===== src/rtl/pref_pkg.sv =====
// pref_pkg: shared types, channel ids and helpers for the L2 stride prefetcher
package pref_pkg;
    localparam int PREF_ADDR_WIDTH   = 32;
    localparam int PREF_LINE_OFFSET  = 6;
    localparam int PREF_STRIDE_WIDTH = 16;
    localparam int PREF_LINE_WIDTH   = PREF_ADDR_WIDTH - PREF_LINE_OFFSET;
    localparam logic CH_INST = 1'b0;
    localparam logic CH_DATA = 1'b1;
    typedef logic [PREF_LINE_WIDTH-1:0] line_t;
    typedef logic signed [PREF_STRIDE_WIDTH-1:0] stride_t;
    typedef logic [1:0] conf_t;
    typedef enum logic {ST_IDLE = 1'b0, ST_REQ = 1'b1} state_t;
    function automatic conf_t conf_sat_inc(input conf_t c);
        return (c == 2'd3) ? c : c + 2'd1;
    endfunction
endpackage


===== src/rtl/pref_fifo.sv =====
// pref_fifo: synchronous request FIFO with flush; flush wins over push and pop
module pref_fifo #(
    parameter int WIDTH = 33,
    parameter int DEPTH = 4
) (
    input  logic             clk,
    input  logic             rstn,
    input  logic             push,
    input  logic             pop,
    input  logic             flush,
    input  logic [WIDTH-1:0] din,
    output logic [WIDTH-1:0] dout,
    output logic             full,
    output logic             empty
);
    localparam int PW = $clog2(DEPTH);
    logic [WIDTH-1:0] mem [DEPTH];
    logic [PW:0] wr_ptr, rd_ptr;
    logic do_push, do_pop;
    assign full    = (wr_ptr[PW] != rd_ptr[PW]) && (wr_ptr[PW-1:0] == rd_ptr[PW-1:0]);
    assign empty   = wr_ptr == rd_ptr;
    assign dout    = mem[rd_ptr[PW-1:0]];
    assign do_push = push && !full && !flush;
    assign do_pop  = pop && !empty && !flush;
    always_ff @(posedge clk or negedge rstn) begin
        if (!rstn) begin
            wr_ptr <= '0;
            rd_ptr <= '0;
        end else if (flush) begin
            wr_ptr <= '0;
            rd_ptr <= '0;
        end else begin
            wr_ptr <= wr_ptr + (PW+1)'(do_push);
            rd_ptr <= rd_ptr + (PW+1)'(do_pop);
        end
    end
    always_ff @(posedge clk) begin
        if (do_push) mem[wr_ptr[PW-1:0]] <= din;
    end
endmodule


===== src/rtl/l2_stride_prefetcher.sv =====
// l2_stride_prefetcher: per-channel stride learner feeding a queued L2 prefetch port
module l2_stride_prefetcher
    import pref_pkg::*;
#(
    parameter int ADDR_WIDTH   = 32,
    parameter int LINE_OFFSET  = 6,
    parameter int STRIDE_WIDTH = 16,
    parameter int DEGREE       = 2,
    parameter int QDEPTH       = 4,
    parameter int CONF_TH      = 2
) (
    input  logic                  clk,
    input  logic                  rstn,
    input  logic                  miss_valid,
    input  logic                  miss_type,
    input  logic [ADDR_WIDTH-1:0] miss_addr,
    output logic                  req_pref_l2cache,
    output logic                  type_pref_l2cache,
    output logic [ADDR_WIDTH-1:0] addr_pref_l2cache,
    input  logic                  complete_l2cache_pref,
    input  logic                  hit_l2cache_pref,
    input  logic                  miss_l2cache_pref,
    output logic [31:0]           pref_issued_cnt,
    output logic [31:0]           pref_hit_cnt
);
    localparam int LW = ADDR_WIDTH - LINE_OFFSET;
    logic [1:0]                     tbl_valid;
    logic [LW-1:0]                  tbl_last [2];
    logic signed [STRIDE_WIDTH-1:0] tbl_stride [2];
    conf_t                          tbl_conf [2];
    logic [LW-1:0]                  line;
    logic signed [STRIDE_WIDTH-1:0] delta;
    conf_t                          conf_next;
    logic                           trigger;
    logic                           unused_offset;
    logic                           gen_busy, gen_type;
    logic [2:0]                     gen_k;
    logic [LW-1:0]                  gen_line, gen_step;
    logic [ADDR_WIDTH:0]            q_dout;
    logic                           q_full, q_empty, pop;
    state_t                         state, next_state;

    assign unused_offset = ^miss_addr[LINE_OFFSET-1:0];

    always_comb begin
        line      = miss_addr[ADDR_WIDTH-1:LINE_OFFSET];
        delta     = STRIDE_WIDTH'(line - tbl_last[miss_type]);
        conf_next = conf_sat_inc(tbl_conf[miss_type]);
        trigger   = miss_valid && tbl_valid[miss_type] && (delta != '0) &&
                    (delta == tbl_stride[miss_type]) && (conf_next >= 2'(CONF_TH));
    end

    always_ff @(posedge clk or negedge rstn) begin
        if (!rstn) begin
            tbl_valid <= '0;
            for (int c = 0; c < 2; c++) begin
                tbl_last[c]   <= '0;
                tbl_stride[c] <= '0;
                tbl_conf[c]   <= '0;
            end
        end else if (miss_valid) begin
            if (!tbl_valid[miss_type]) begin
                tbl_valid[miss_type]  <= 1'b1;
                tbl_last[miss_type]   <= line;
                tbl_stride[miss_type] <= '0;
                tbl_conf[miss_type]   <= '0;
            end else if (delta == '0) begin
                tbl_last[miss_type] <= tbl_last[miss_type];
            end else if (delta == tbl_stride[miss_type]) begin
                tbl_conf[miss_type] <= conf_next;
                tbl_last[miss_type] <= line;
            end else begin
                tbl_stride[miss_type] <= delta;
                tbl_conf[miss_type]   <= '0;
                tbl_last[miss_type]   <= line;
            end
        end
    end

    // Generator walks base+k*stride; a demand flush cancels it, triggers while busy are lost
    always_ff @(posedge clk or negedge rstn) begin
        if (!rstn) begin
            gen_busy <= 1'b0;
            gen_type <= 1'b0;
            gen_k    <= '0;
            gen_line <= '0;
            gen_step <= '0;
        end else if (miss_l2cache_pref) begin
            gen_busy <= 1'b0;
        end else if (gen_busy) begin
            gen_line <= gen_line + gen_step;
            gen_k    <= gen_k + 3'd1;
            gen_busy <= gen_k != 3'(DEGREE);
        end else if (trigger) begin
            gen_busy <= 1'b1;
            gen_type <= miss_type;
            gen_k    <= 3'd1;
            gen_step <= LW'(delta);
            gen_line <= line + LW'(delta);
        end
    end

    pref_fifo #(.WIDTH(ADDR_WIDTH + 1), .DEPTH(QDEPTH)) u_fifo (
        .clk   (clk),
        .rstn  (rstn),
        .push  (gen_busy),
        .pop   (pop),
        .flush (miss_l2cache_pref),
        .din   ({gen_type, gen_line, {LINE_OFFSET{1'b0}}}),
        .dout  (q_dout),
        .full  (q_full),
        .empty (q_empty)
    );

    always_comb begin
        pop        = (state == ST_IDLE) && !q_empty && !miss_l2cache_pref;
        next_state = (state == ST_IDLE) ? (pop ? ST_REQ : ST_IDLE)
                                        : (complete_l2cache_pref ? ST_IDLE : ST_REQ);
    end

    always_ff @(posedge clk or negedge rstn) begin
        if (!rstn) begin
            state             <= ST_IDLE;
            type_pref_l2cache <= 1'b0;
            addr_pref_l2cache <= '0;
            pref_issued_cnt   <= '0;
            pref_hit_cnt      <= '0;
        end else begin
            state <= next_state;
            if (pop) begin
                {type_pref_l2cache, addr_pref_l2cache} <= q_dout;
                pref_issued_cnt <= pref_issued_cnt + 32'd1;
            end
            if (state == ST_REQ && complete_l2cache_pref && hit_l2cache_pref)
                pref_hit_cnt <= pref_hit_cnt + 32'd1;
        end
    end

    assign req_pref_l2cache = state == ST_REQ;
endmodule


===== config.mk =====
export PLATFORM = sky130hd
export DESIGN_NAME = l2_stride_prefetcher
export DESIGN_NICKNAME = d
export VERILOG_FILES = /design/src/rtl/pref_pkg.sv /design/src/rtl/pref_fifo.sv /design/src/rtl/l2_stride_prefetcher.sv
export SDC_FILE = /design/constraint.sdc
export NUM_CORES = 1
export LEC_CHECK = 0
export CELL_PAD_IN_SITES_DETAIL_PLACEMENT = 1
export CELL_PAD_IN_SITES_GLOBAL_PLACEMENT = 1
export CORE_UTILIZATION = 48
export DETAILED_ROUTE_END_ITERATION = 6
export HOLD_SLACK_MARGIN = 0.1
export PLACE_DENSITY_LB_ADDON = 0.3
export SYNTH_ARGS = -nofsm -noshare
export SYNTH_HDL_FRONTEND = slang
export SYNTH_SLANG_ARGS = --single-unit

===== constraint.sdc =====
create_clock -name clk -period 6.3 [get_ports clk]
set_input_delay 1.89 -clock clk [delete_from_list [all_inputs] [get_ports clk]]
set_output_delay 1.89 -clock clk [all_outputs]
set_load 0.005 [all_outputs]

==> results of run 1 <==
==> through the flow <==
stage               total power, mW  worst slack, ns  std cells
finish                         6.58            0.343       2090
global placement               4.35           -0.198       2024
detailed placement             4.44           -0.249       2024
global route                   6.90           0.0320       2090
CTS                            6.62            0.283       2090
floorplan                      3.65           -0.141       1393
==> cell usage after synthesis (22+ instances only) <==
| master | n |
|---|---|
| xor2_1 | 44 |
| xnor2_1 | 88 |
| mux2i_1 | 40 |
| mux2_1 | 66 |
| a21oi_1 | 71 |
| edfxtp_1 | 108 |
| a21o_1 | 27 |
| mux2_2 | 35 |
| dfrtp_1 | 215 |
| o21ai_0 | 49 |
| nand2_1 | 81 |
| nor2_1 | 74 |
| clkbuf_1 | 22 |
| inv_1 | 46 |
| mux4_2 | 27 |
| a32o_1 | 30 |
| nand3_1 | 43 |
| ha_1 | 76 |
==> final timing paths <==
kind	startpoint	endpoint	slack [ns]	cells past startpoint
setup / recovery	miss_addr[6]	gen_line[19]	0.34	19
hold / removal	pref_issued_cnt[31]	pref_issued_cnt[31]	0.47	1
setup reg to reg	tbl_last[26]	gen_line[19]	1.66	19
hold reg to reg	pref_issued_cnt[31]	pref_issued_cnt[31]	0.47	1
max in group asynchronous	rstn	tbl_last[41]	3.80	2
min in group asynchronous	rstn	addr_pref_l2cache[20]	1.36	1
==> power groups by stage <==
stage                     Sequential (mW)  Clock [mW]  Combinational (mW)
final                                2.42        2.14                2.02
after floorplan                      2.42           0                1.23
after CTS                            2.42        2.19                2.02
after global placement               2.44           0                1.92
after detailed placement             2.45           0                1.99
after global routing                 2.43        2.27                2.19
==> critical path, stage by stage <==
cell and delay (ns):
clkdlybuf4s50_1 0.48, inv_1 0.07, ha_2 0.21, fa_2 0.38, nor2b_1 0.14, o2111ai_1 0.15, o2111a_1 0.18, or3_1 0.39
ha_1 0.34, a21oi_1 0.15, o21ai_0 0.10, a21oi_1 0.24, nor2_1 0.08, or4_1 0.52, a31o_2 0.28, a21oi_2 0.13
xor2_1 0.25, mux2i_1 0.11, mux2_4 0.26
==> state kept, by name, indices dropped and copies added, names as in the netlist, 3 cells and up <==
| name | cells |
|---|---|
| gen_line | 26 |
| gen_step | 16 |
| addr_pref_l2cache | 26 |
| tbl_conf | 4 |
| u_fifo.rd_ptr | 3 |
| pref_issued_cnt | 32 |
| pref_hit_cnt | 32 |
| u_fifo.mem | 108 |
| gen_k | 3 |
| u_fifo.wr_ptr | 3 |
| tbl_last | 32 |
| tbl_stride | 32 |
==> cells by family after synthesis <==
| logic type | after synthesis |
|---|---|
| other | 1 |
| multiplexers | 168 |
| adder cells (fa/ha/maj) | 79 |
| XOR/XNOR | 136 |
| AO/OA/AOI/OAI | 263 |
| flip-flops | 323 |
| buffers and inverters | 100 |
| AND/OR/NAND/NOR | 318 |
==> final cells by class <==
class | instances | area, µm²
clock buffers | 50 | 1020
clock inverters | 16 | 189
fillers | 3529 | 13900
inverters | 47 | 176
multi-input cells | 970 | 7930
flip-flops and latches | 323 | 8620
well taps | 455 | 569
repair buffers | 229 | 2100
==> metal layers <==
layer  GRT usage (%)  vias to the layer above
met3            2.97                       64
met2            43.6                      214
met5               0                        -
met1            31.6                     6106
met4            5.77                        0
li1                -                     5574
==> flow_metrics.py, run 1 <==
metrics = {
    "outcome": {
        "status": "finished clean",
    },
    "clock_network": {
        "clk_latency_ns": 0.52,
        "cts_tree": "yes",
        "cts.path.max_buffers": 3,
        "ctsHtreeMaxLevel": 2,
        "clkTransAtPathRegs_ns": 0.06,
        "cts_root_buffer": "clkbuf_16",
        "cts_made_buffers": 37,
        "postCtsHoldBufs": 0,
        "cts-resized-gates": 0,
        "cts.sinks": 323,
        "cts_setup_buffers": 0,
    },
    "grt": {
        "grt_pass1_wl_um": 69600,
        "antenna_found_initial": 0,
        "gr-total-overflow": 0,
        "grtUsageTotal_pct": 24.4,
        "first_global_vias": 12900,
        "grt_max_degree": 116,
    },
    "route": {
        "top_layer": "met4",
        "drt-pass1-iter-count": 4,
        "wl_met1_um": 18800,
        "antenna_left": 0,
        "drtIter0Drc": 517,
        "met2_length_um": 21900,
        "vias": 12000,
        "wire_per_inst_um": 20.5,
        "drcViolationCount": 0,
        "routed_wl_um": 42900,
        "met3_length_um": 1440,
        "via_per_inst": 5.72,
    },
    "layout": {
        "design_area_um2": 20600,
        "fin_util_pct": 59.7,
        "final_common_cell": "dfrtp_1",
        "diodes": 0,
        "mostFrequentLayoutCells": "214 x dfrtp_1, 122 x clkdlybuf4s50_1, 108 x edfxtp_1",
        "area_delta_synth_final_pct": 22.1,
        "nets": 1726,
        "drive_gt1_share_pct": 15.5,
    },
    "floorplanning": {
        "die_y_um": 190,
        "io_pins": 137,
        "initial_utilization_pct": 48.9,
        "row_count": 68,
        "core_um2": 34500,
        "dieArea_um2": 35900,
        "die_w_um": 190,
    },
    "power_and_ir_drop": {
        "power.density_nw_per_um2": 319,
        "internal_power_mw": 4.54,
        "clkPwrFrac_pct": 32.6,
        "sequentialPowerShare_pct": 36.7,
        "comb_power_share_pct": 30.7,
        "switching_share_pct": 31.1,
        "power_switching_mw": 2.05,
        "power.leakage_nw": 8.79,
        "ir_drop_mv": 0.223,
    },
    "logic_synthesis": {
        "synth_warnings": 0,
        "synth-simple-area-share_pct": 9.45,
        "async_flop_share_pct": 66.6,
        "synth_fa_ha_area_share_pct": 5.99,
        "synth_compound_area_share_pct": 10.7,
        "synthDominantCellAreaShare_pct": 31.9,
        "ys_ff_latch": 323,
        "synth_top_area_cell": "dfrtp_1",
        "synthDistinctLibCells": 85,
        "seq_area_frac_synth_pct": 51.1,
        "synth_mux_area_share_pct": 12.7,
        "yosys-top-cells-area": "dfrtp_1 32%, edfxtp_1 19%, ha_1 5.6%, xnor2_1 4.6%, mux2_1 4.4%",
        "synth_edf_count": 108,
        "synth.cell_area_um2": 16900,
        "avgSynthCellArea_um2": 12.2,
        "synthXorXnorAreaFrac_pct": 7.35,
        "synth_top_family_by_area": "multiplexers",
        "ys.flop_type": "dfrtp_1",
        "postSynthCellCount": 1388,
    },
    "sta": {
        "slew_viol_final": 0,
        "holdWs_ns": 0.473,
        "clock_skew_ns": 0.0126,
        "worst_pin_slew_ns": 1.01,
        "relSlewSlack_pct": 32.5,
        "max_freq_ghz": 0.168,
        "period_share_pct": 94.5,
        "rsz0062_at_grt": "false",
        "fin_crit_ns": 5.96,
        "setup_tns_ns": 0,
        "finalSetupViolations": 0,
        "hold_viol": 0,
    },
    "setup_path": {
        "cp_max_fo": 4,
        "worstSetupPathType": "in2reg",
        "crit_path_start_kind": "input port",
        "cp.required_ns": 6.70,
        "cp.arrival_ns": 6.36,
        "endpoint_kind": "flop",
    },
    "placed_design": {
        "hpwl_um": 30300,
        "gp_congestion": 0.852,
        "place_area_um2": 19400,
        "port_buffers": 124,
    },
    "hold_path": {
        "hp-class": "reg2reg",
    },
    "job": {
        "maxCapViolCount": 0,
    },
}
(Power assumes the default switching activity.)
==> run 2: changes to the inputs <==
CORE_UTILIZATION = 49   (was 48)
REMOVE_ABC_BUFFERS = 1   (was unset)
SYNTH_HIERARCHICAL = 1   (was unset)
==> flow_metrics.py, run 2 <==
metrics = {
    "grt": {
        "gr-total-overflow": 0,
        "grtUsageTotal_pct": 24.6,
        "grt_pass1_wl_um": 70400,
        "grt_max_degree": 135,
        "antenna_found_initial": 0,
        "first_global_vias": 13100,
    },
    "setup_path": {
        "r2r_cells": 21,
        "worstSetupStartpoint": "miss_addr[6]",
        "cp.arrival_ns": 6.51,
        "cp_max_fo": 3,
        "worstSetupPathType": "in2reg",
        "reg2reg_to": "gen_line[25]",
        "crit_path_start_kind": "input port",
        "endpoint_kind": "flop",
        "r2r-start": "tbl_last[0]",
        "cp.required_ns": 6.75,
        "r2r_slack_ns": 1.47,
    },
    "layout": {
        "drive_gt1_share_pct": 20.8,
        "mostFrequentLayoutCells": "220 x dfrtp_1, 132 x edfxtp_1, 128 x clkdlybuf4s50_1, 128 x buf_4, 87 x xnor2_1",
        "final_common_cell": "dfrtp_1",
        "seq_area_um2": 9500,
        "largest_reg_flops": 132,
        "fin_cells": 2166,
        "diodes": 0,
        "area_delta_synth_final_pct": 23.2,
        "multi_input_area_um2": 8020,
        "fin_util_pct": 61.4,
        "design_area_um2": 21900,
        "nets": 1793,
        "fillers": 3543,
    },
    "placed_design": {
        "dp_cells": 2095,
        "hpwl_um": 30700,
        "pre_cts_slack_ns": -0.508,
        "port_buffers": 130,
        "place_area_um2": 20600,
        "gp_congestion": 0.841,
    },
    "clock_network": {
        "ctsHtreeMaxLevel": 2,
        "cts_root_buffer": "clkbuf_16",
        "clkTransAtPathRegs_ns": 0.06,
        "cts_setup_buffers": 0,
        "cts.path.max_buffers": 3,
        "cts_tree": "yes",
        "cts.sinks": 353,
        "cts_made_buffers": 39,
        "clk_latency_ns": 0.57,
    },
    "floorplanning": {
        "io_pins": 137,
        "core_um2": 35700,
        "row_count": 69,
        "initial_utilization_pct": 49.9,
        "die_y_um": 193,
        "die_w_um": 193,
        "dieArea_um2": 37100,
    },
    "power_and_ir_drop": {
        "comb_power_share_pct": 28.2,
        "ir_drop_mv": 0.230,
        "power_switching_mw": 1.98,
        "internal_power_mw": 4.65,
        "clkPwrFrac_pct": 33.4,
        "power_mw": 6.63,
        "power.density_nw_per_um2": 302,
        "switching_share_pct": 29.9,
        "sequentialPowerShare_pct": 38.5,
        "power.leakage_nw": 9.75,
    },
    "sta": {
        "clock_skew_ns": 0.0183,
        "period_share_pct": 96.2,
        "worst_pin_slew_ns": 1.08,
        "rsz0062_at_grt": "false",
        "relSlewSlack_pct": 27.8,
        "holdWs_ns": 0.466,
        "max_freq_ghz": 0.165,
        "setup_tns_ns": 0,
        "slew_viol_final": 0,
        "finalSetupViolations": 0,
        "hold_viol": 0,
        "fin_crit_ns": 6.06,
        "finalWorstSetupSlack_ns": 0.242,
    },
    "logic_synthesis": {
        "synth_warnings": 6,
        "avgSynthCellArea_um2": 12.8,
        "synth.cell_area_um2": 17800,
        "postSynthCellCount": 1386,
    },
    "route": {
        "vias": 12100,
        "via_per_inst": 5.57,
        "routed_wl_um": 44000,
        "drcViolationCount": 26,
        "antenna_left": 0,
        "drtIter0Drc": 494,
        "wire_per_inst_um": 20.3,
        "drt-pass1-iter-count": 7,
    },
    "hold_path": {
        "hp-class": "reg2reg",
        "hold_start": "pref_hit_cnt[31]",
        "whs_endpoint": "pref_hit_cnt[31]",
        "holdPathStages": 1,
    },
    "job": {
        "maxCapViolCount": 0,
    },
    "outcome": {
        "failed_checks": "design-rule violations",
        "status": "finished with violations",
    },
}
-- run 2: how the worst max path moves through the flow --
stage | cells after the start | slack, ns | endpoint
6_report | 21 | 0.24 | gen_line[25]
5_1_grt | 23 | 0.01 | gen_line[24]
4_1_cts | 20 | 0.04 | gen_line[25]
3_5_place_dp | 20 | -0.51 | gen_line[25]
3_3_place_gp | 21 | -0.40 | gen_line[25]
2_1_floorplan | 7 | -0.11 | pref_issued_cnt[30]
-- run 2: area by class of cell --
type,instances,share of cell area (%)
Clock buffer,51,4.84
Clock inverter,20,0.771
Inverter,36,0.617
Multi-Input combinational cell,977,36.6
Sequential cell,353,43.3
Tap cell,461,2.63
Timing Repair Buffer,268,11.2
-- run 2: what timing repair did --
action,4_1_cts,5_1_grt
endpoints found under the setup margin,0,3
resized for setup,0,10
hold buffers,0,0
-- run 2: power groups by stage --
stage / Combinational, mW / Clock [mW] / Sequential [mW]
2_1_floorplan: 1.06 / 0 / 2.57
6_report: 1.87 / 2.21 / 2.55
4_1_cts: 1.84 / 2.26 / 2.55
3_5_place_dp: 1.82 / 0 / 2.59
5_1_grt: 2.05 / 2.34 / 2.56
3_3_place_gp: 1.75 / 0 / 2.58
-- run 2: critical path, stage by stage --
cell,delay (ns)
clkdlybuf4s50_1,0.48
inv_1,0.06
ha_1,0.21
fa_1,0.43
nor2b_4,0.14
o2111ai_1,0.14
buf_4,0.17
o311a_1,0.10
o21a_1,0.19
ha_1,0.31
a21oi_1,0.16
o21ai_0,0.15
a32o_1,0.32
o211a_1,0.26
o311a_1,0.35
o41ai_2,0.22
buf_4,0.16
o21ai_0,0.11
o41ai_2,0.27
xnor2_1,0.12
a221oi_1,0.26
-- run 2: layer usage --
metal	vias to the layer above	global-route usage, %	share of wire (%)
li1	5679	-	-
met1	6126	31.5	44
met2	192	43.2	51
met3	65	3.22	3.1
met4	0	7.54	2.1
met5	-	0	0
